[src/rtl/whack_pkg.sv]
// Shared types and helpers for the whack event encoder.
package whack_pkg;

  localparam int NUM_HOLES_DEF = 18;
  localparam int MAX_HOLES = 32;

  function automatic int hole_idx_w(input int n);
    return (n <= 2) ? 1 : $clog2(n);
  endfunction

  localparam int HOLE_IDX_W = hole_idx_w(NUM_HOLES_DEF);

  typedef struct packed {
    logic [HOLE_IDX_W-1:0] hole;
  } whack_evt_t;

  function automatic logic [HOLE_IDX_W-1:0] lowest_set(
    input logic [MAX_HOLES-1:0] v
  );
    lowest_set = '0;
    for (int i = MAX_HOLES - 1; i >= 0; i--) begin
      if (v[i]) lowest_set = HOLE_IDX_W'(i);
    end
  endfunction

endpackage

[src/rtl/whack_fifo.sv]
// Synchronous event FIFO with flush; head is combinational from storage.
module whack_fifo #(
  parameter int DEPTH = 4,
  parameter int W     = 5
) (
  input  logic                       clk,
  input  logic                       rst_n,
  input  logic                       flush,
  input  logic                       push,
  input  logic                       pop,
  input  logic [W-1:0]               din,
  output logic [W-1:0]               dout,
  output logic                       full,
  output logic [$clog2(DEPTH+1)-1:0] count
);

  localparam int AW = $clog2(DEPTH);
  localparam int CW = $clog2(DEPTH + 1);

  logic [W-1:0]  mem_q [DEPTH];
  logic [W-1:0]  mem_d [DEPTH];
  logic [AW-1:0] wptr_q, wptr_d;
  logic [AW-1:0] rptr_q, rptr_d;
  logic [CW-1:0] count_q, count_d;
  logic          do_pop, do_push;

  always_comb begin
    do_pop  = pop && (count_q != '0);
    do_push = push && (!full || do_pop);
    mem_d   = mem_q;
    wptr_d  = wptr_q;
    rptr_d  = rptr_q;
    if (do_push) begin
      mem_d[wptr_q] = din;
      wptr_d        = wptr_q + AW'(1);
    end
    if (do_pop) rptr_d = rptr_q + AW'(1);
    count_d = count_q + CW'(do_push) - CW'(do_pop);
    if (flush) begin
      wptr_d  = '0;
      rptr_d  = '0;
      count_d = '0;
    end
  end

  always_ff @(posedge clk or negedge rst_n) begin
    if (!rst_n) begin
      for (int i = 0; i < DEPTH; i++) mem_q[i] <= '0;
      wptr_q  <= '0;
      rptr_q  <= '0;
      count_q <= '0;
    end else begin
      mem_q   <= mem_d;
      wptr_q  <= wptr_d;
      rptr_q  <= rptr_d;
      count_q <= count_d;
    end
  end

  assign full  = (count_q == CW'(DEPTH));
  assign count = count_q;
  assign dout  = mem_q[rptr_q];

endmodule

[src/rtl/whack_encoder.sv]
// Switch toggle -> whack event stream producer.
// Optional per-hole re-trigger lockout under WHACK_LOCKOUT_EN.
module whack_encoder
  import whack_pkg::*;
#(
  parameter int NUM_HOLES   = 18,
  parameter int FIFO_DEPTH  = 4,
  parameter int CLKS_PER_MS = 50000,
  parameter int LOCKOUT_MS  = 150
) (
  input  logic                         clk,
  input  logic                         rst_n,
  input  logic [NUM_HOLES-1:0]         switches,
  input  logic                         enable,
  output logic                         whack_valid,
  output logic [$clog2(NUM_HOLES)-1:0] whack_hole,
  input  logic                         whack_ready,
  output logic                         overflow
);

  localparam int N  = NUM_HOLES;
  localparam int IW = $clog2(NUM_HOLES);
  localparam int CW = $clog2(FIFO_DEPTH + 1);

  logic [N-1:0]  s1_q, s1_d, s2_q, s2_d;
  logic [N-1:0]  prev_q, prev_d, pend_q, pend_d;
  logic [1:0]    prime_q, prime_d;
  logic          en_q, en_d, ovf_q, ovf_d;
  logic          primed, push, pop, full;
  logic [N-1:0]  edges, acc, pushed, kept, locked;
  logic [CW-1:0] count;
  whack_evt_t    evt;

`ifdef WHACK_LOCKOUT_EN
  localparam int LW = $clog2(LOCKOUT_MS + 1);
  localparam int TW = hole_idx_w(CLKS_PER_MS);

  logic [TW-1:0] tick_q, tick_d;
  logic [LW-1:0] lock_q [N];
  logic [LW-1:0] lock_d [N];
  logic          tick;

  always_comb begin
    tick   = (tick_q == TW'(CLKS_PER_MS - 1));
    tick_d = tick ? '0 : tick_q + TW'(1);
    for (int i = 0; i < N; i++) begin
      locked[i] = (lock_q[i] != '0);
      lock_d[i] = lock_q[i];
      if (tick && locked[i]) lock_d[i] = lock_q[i] - LW'(1);
      if (acc[i]) lock_d[i] = LW'(LOCKOUT_MS);
      if (!enable) lock_d[i] = '0;
    end
  end

  always_ff @(posedge clk or negedge rst_n) begin
    if (!rst_n) begin
      tick_q <= '0;
      for (int i = 0; i < N; i++) lock_q[i] <= '0;
    end else begin
      tick_q <= tick_d;
      lock_q <= lock_d;
    end
  end
`else
  assign locked = '0;
`endif

  always_comb begin
    s1_d    = switches;
    s2_d    = s1_q;
    prev_d  = s2_q;
    en_d    = enable;
    primed  = (prime_q == 2'd3);
    prime_d = primed ? prime_q : prime_q + 2'd1;
    edges   = primed ? (s2_q ^ prev_q) : '0;
    acc     = enable ? (edges & ~locked) : '0;
    evt     = '{hole: lowest_set(MAX_HOLES'(pend_q))};
    pop     = whack_valid && whack_ready;
    push    = enable && (|pend_q) && (!full || pop);
    pushed  = push ? (N'(1) << evt.hole) : '0;
    kept    = pend_q & ~pushed;
    pend_d  = enable ? (kept | acc) : '0;
    ovf_d   = ovf_q;
    if (enable && !en_q) ovf_d = 1'b0;
    // edge on a still-queued pending hole has nowhere to go
    if (|(acc & kept)) ovf_d = 1'b1;
  end

  always_ff @(posedge clk or negedge rst_n) begin
    if (!rst_n) begin
      s1_q    <= '0;
      s2_q    <= '0;
      prev_q  <= '0;
      pend_q  <= '0;
      prime_q <= '0;
      en_q    <= 1'b0;
      ovf_q   <= 1'b0;
    end else begin
      s1_q    <= s1_d;
      s2_q    <= s2_d;
      prev_q  <= prev_d;
      pend_q  <= pend_d;
      prime_q <= prime_d;
      en_q    <= en_d;
      ovf_q   <= ovf_d;
    end
  end

  whack_fifo #(
    .DEPTH (FIFO_DEPTH),
    .W     (IW)
  ) u_fifo (
    .clk   (clk),
    .rst_n (rst_n),
    .flush (!enable),
    .push  (push),
    .pop   (pop),
    .din   (IW'(evt.hole)),
    .dout  (whack_hole),
    .full  (full),
    .count (count)
  );

  assign whack_valid = (count != '0);
  assign overflow    = ovf_q;

endmodule

[config.mk]
export PLATFORM = sky130hd
export DESIGN_NAME = whack_encoder
export DESIGN_NICKNAME = d
export VERILOG_FILES = /design/src/rtl/whack_pkg.sv /design/src/rtl/whack_fifo.sv /design/src/rtl/whack_encoder.sv
export SDC_FILE = /design/constraint.sdc
export NUM_CORES = 1
export LEC_CHECK = 0
export ABC_AREA = 1
export ABC_CLOCK_PERIOD_IN_PS = 4200
export CORE_ASPECT_RATIO = 0.75
export CORE_UTILIZATION = 35
export DETAILED_ROUTE_END_ITERATION = 16
export RECOVER_POWER = 100
export SKIP_CTS_REPAIR_TIMING = 1
export SLEW_MARGIN = 20
export SYNTH_ARGS = -nofsm -noshare
export SYNTH_HDL_FRONTEND = slang
export SYNTH_SLANG_ARGS = --single-unit
[constraint.sdc]
create_clock -name clk -period 4.2 [get_ports clk]
set_input_delay 1.26 -clock clk [delete_from_list [all_inputs] [get_ports clk]]
set_output_delay 1.26 -clock clk [all_outputs]
set_load 0.02 [all_outputs]
==> impl_metrics.yaml <==
status:
  status: "finished, violations left"
  violations: "max-capacitance violations, max-slew violations"
yosys:
  yosysMostFrequentCell: "dfrtp_1"
  yosysSeqAreaShare_pct: 60.0
  synth_nets: 465
  syn_inst: 435
  synth_flop_cell: "dfrtp_1"
  synth_area_leaders: "dfrtp_1, nand2_1, o21ai_0"
  ys_types: 32
  async_reset_ff_share_pct: 100
  synth_edf_count: 0
  ys_warn_count: 0
  synth_area_sq_um: 4300
  ys_ff_latch: 103
  synth_top_area_share_pct: 60.0
  synth_common_cells: "dfrtp_1, nand2_1, nor2_1"
  synth_top_cell_by_area: "dfrtp_1"
  syn_avg_cell_area_sq_um: 9.87
timing:
  setup_viol: 0
  fin_crit_ns: 3.56
  clock.fmax_mhz: 281
  drv_slew: 48
  fin_setup_tns_ns: 0
  hold_violations: 0
  timing.hold.ws_ns: 0.347
  rsz0062_at_grt: "false"
  fin_crit_sh_pct: 84.9
  fin_skew_ns: 0.00595
  final.setup.worst_slack_ns: 0.636
  tightest_slew_ns: 2.52
  relSlewSlack_pct: -67.9
placed_design:
  dp_slack_ns: 0.812
  dpl.hpwl_um: 5910
  gp_congestion: 0.875
  place_area_sq_um: 4770
  port_buffers: 28
clocking:
  clk_latency_ns: 0.34
  htree_levels: 3
  numCtsBuffers: 9
  cts.sinks: 103
  clk_path_buf_depth: 2
  cts_tree: "built"
  cts_root_buf: "clkbuf_16"
  path_clk_slew_ns: 0.06
final_layout:
  drive_gt1_share_pct: 8.92
  fin_area_sq_um: 5000
  area_growth_pct: 16.3
  nNetsFinal: 499
  diodes: 0
detailed_routing:
  vias_per_cell: 4.79
  drtIter0Drc: 213
  vias: 3031
  drt-total-wl_um: 8320
  ant_nets: 0
  wire_per_inst_um: 13.1
  dr.pass1.iters: 5
  drc: 0
global_routing:
  grt_max_degree: 57
  grt_pass1_vias: 3034
  overflow: 0
  grtUsageTotal_pct: 14.9
  antenna_found_initial: 0
  grt_pass1_wl_um: 14500
job:
  drv_cap: 1
critical_path:
  crit_path_start_kind: "input port"
  worstPathMaxFanout: 7
  critPathTopFamily: "buffers and inverters"
  arrival_ns: 3.79
  timing.critical_path.buf_inv: 4
  worstSetupEndpointType: "register"
  reg2reg_depth: 12
  cp_data_required_time_ns: 4.43
  cp_slowest_stage_delay_ns: 0.63
  crit_top_cell: "nor2_1"
  cp.depth: 11
  cp_slowest_cell: "dlygate4sd3_1"
  path_class: "in2reg"
  cp_cell_sequence: "dlygate4sd3_1, inv_1, a41oi_1, clkinv_1, nor2_1, nor2_1, clkinvlp_2, ha_1, fa_1, o21ai_0, a21oi_1"
min_path:
  hold_path_class: "reg2reg"
  hold_depth: 0
floorplanning:
  die_area_sq_um: 12700
  rows: 34
  start_util_pct: 36.5
  die_h_um: 97.9
  coreArea_sq_um: 11800
  io_pins: 29
  fp.dieW_um: 130
power:
  ir_drop_mv: 0.229
  power_density_nw_per_um2: 508
  finalPower_mw: 2.54
  power.leakage_nw: 2.26
[registers in the layout, summed over array words and instances (netlist names)]
register	cells
u_fifo.rptr_q	2
prev_d	18
overflow	1
u_fifo.wptr_q	2
u_fifo.count	3
prev_q	18
pend_q	18
u_fifo.mem_q	20
prime_q	2
en_q	1
s1_q	18
[cell usage in the layout, fill, tap and decap left out, drive strengths merged, types with 2 or more instances in the layout]
cell type      n
dfrtp        103
nand2         62
nor2          54
inv           50
o21ai         42
a21oi         35
nand3         31
dlygate4sd3   26
o21a          15
clkbuf        14
nand4         10
ha             7
o22ai          5
clkinvlp       3
xnor2          2
[per-layer routing]
layer	GRT usage (%)	part of all wire (%)	routed length, um	vias to the layer above
met5	0	0	0	-
met4	5.72	1.6	131	0
met3	4.44	4.9	407	13
met2	21.9	44	3660	65
met1	20.8	50	4120	1450
li1	-	-	-	1503
[path summary, 6_finish.rpt]
check                                     from                           to  slack, ns
max                                     enable    u_fifo.count[2]$_DFF_PN0_       0.64
min                          s1_q[6]$_DFF_PN0_          prev_d[6]$_DFF_PN0_       0.35
max reg2reg                pend_q[0]$_DFF_PN0_    u_fifo.count[2]$_DFF_PN0_       1.34
min reg2reg                  s1_q[6]$_DFF_PN0_          prev_d[6]$_DFF_PN0_       0.35
max in group asynchronous                rst_n           s1_q[11]$_DFF_PN0_       1.07
min in group asynchronous                rst_n  u_fifo.mem_q[3]$_DFFE_PN0P_       1.69
[cells by family after synthesis]
logic type,Yosys count,share of synthesized area [%]
fa+ha+maj,8,2.51
simple gates,159,17.4
buf+inv,60,5.42
compound gates,101,13.7
flops,103,60.0
mux,1,0.262
xor+xnor,3,0.612
[power by group]
group          internal [mW]  switching, mW  total (mW)
logic                  0.224          0.370       0.593
clock network          0.408          0.330       0.738
registers               1.12         0.0898        1.21
[worst reg2reg max path, cell delays in order, from the launching register on]
cell and delay (ns):
dfrtp_1 0.41, nor2_1 0.20, nand3_2 0.14, nor2_2 0.18, inv_2 0.06, nor2_2 0.12
nor2_1 0.08, nor2_1 0.32, clkinvlp_2 0.32, ha_1 0.29, fa_1 0.41, o21ai_0 0.16
a21oi_1 0.05
[per-stage QoR]
stage / util, % / cells
finish: 42.4 / 633
global route: 42.4 / 633
CTS: 42.7 / 633
detailed placement: 40.5 / 620
global placement: 40.5 / 620
floorplan: - / 435
[final cells by class]
class / instances / area (sq um)
timing repair buffer: 30 / 298
inverter: 53 / 201
multi-input combinational: 272 / 1460
tap: 162 / 203
fill: 1166 / 6790
clock buffer: 12 / 246
sequential: 103 / 2580
clock inverter: 1 / 7.51
Note: power is estimated with default switching activity, not from simulation.
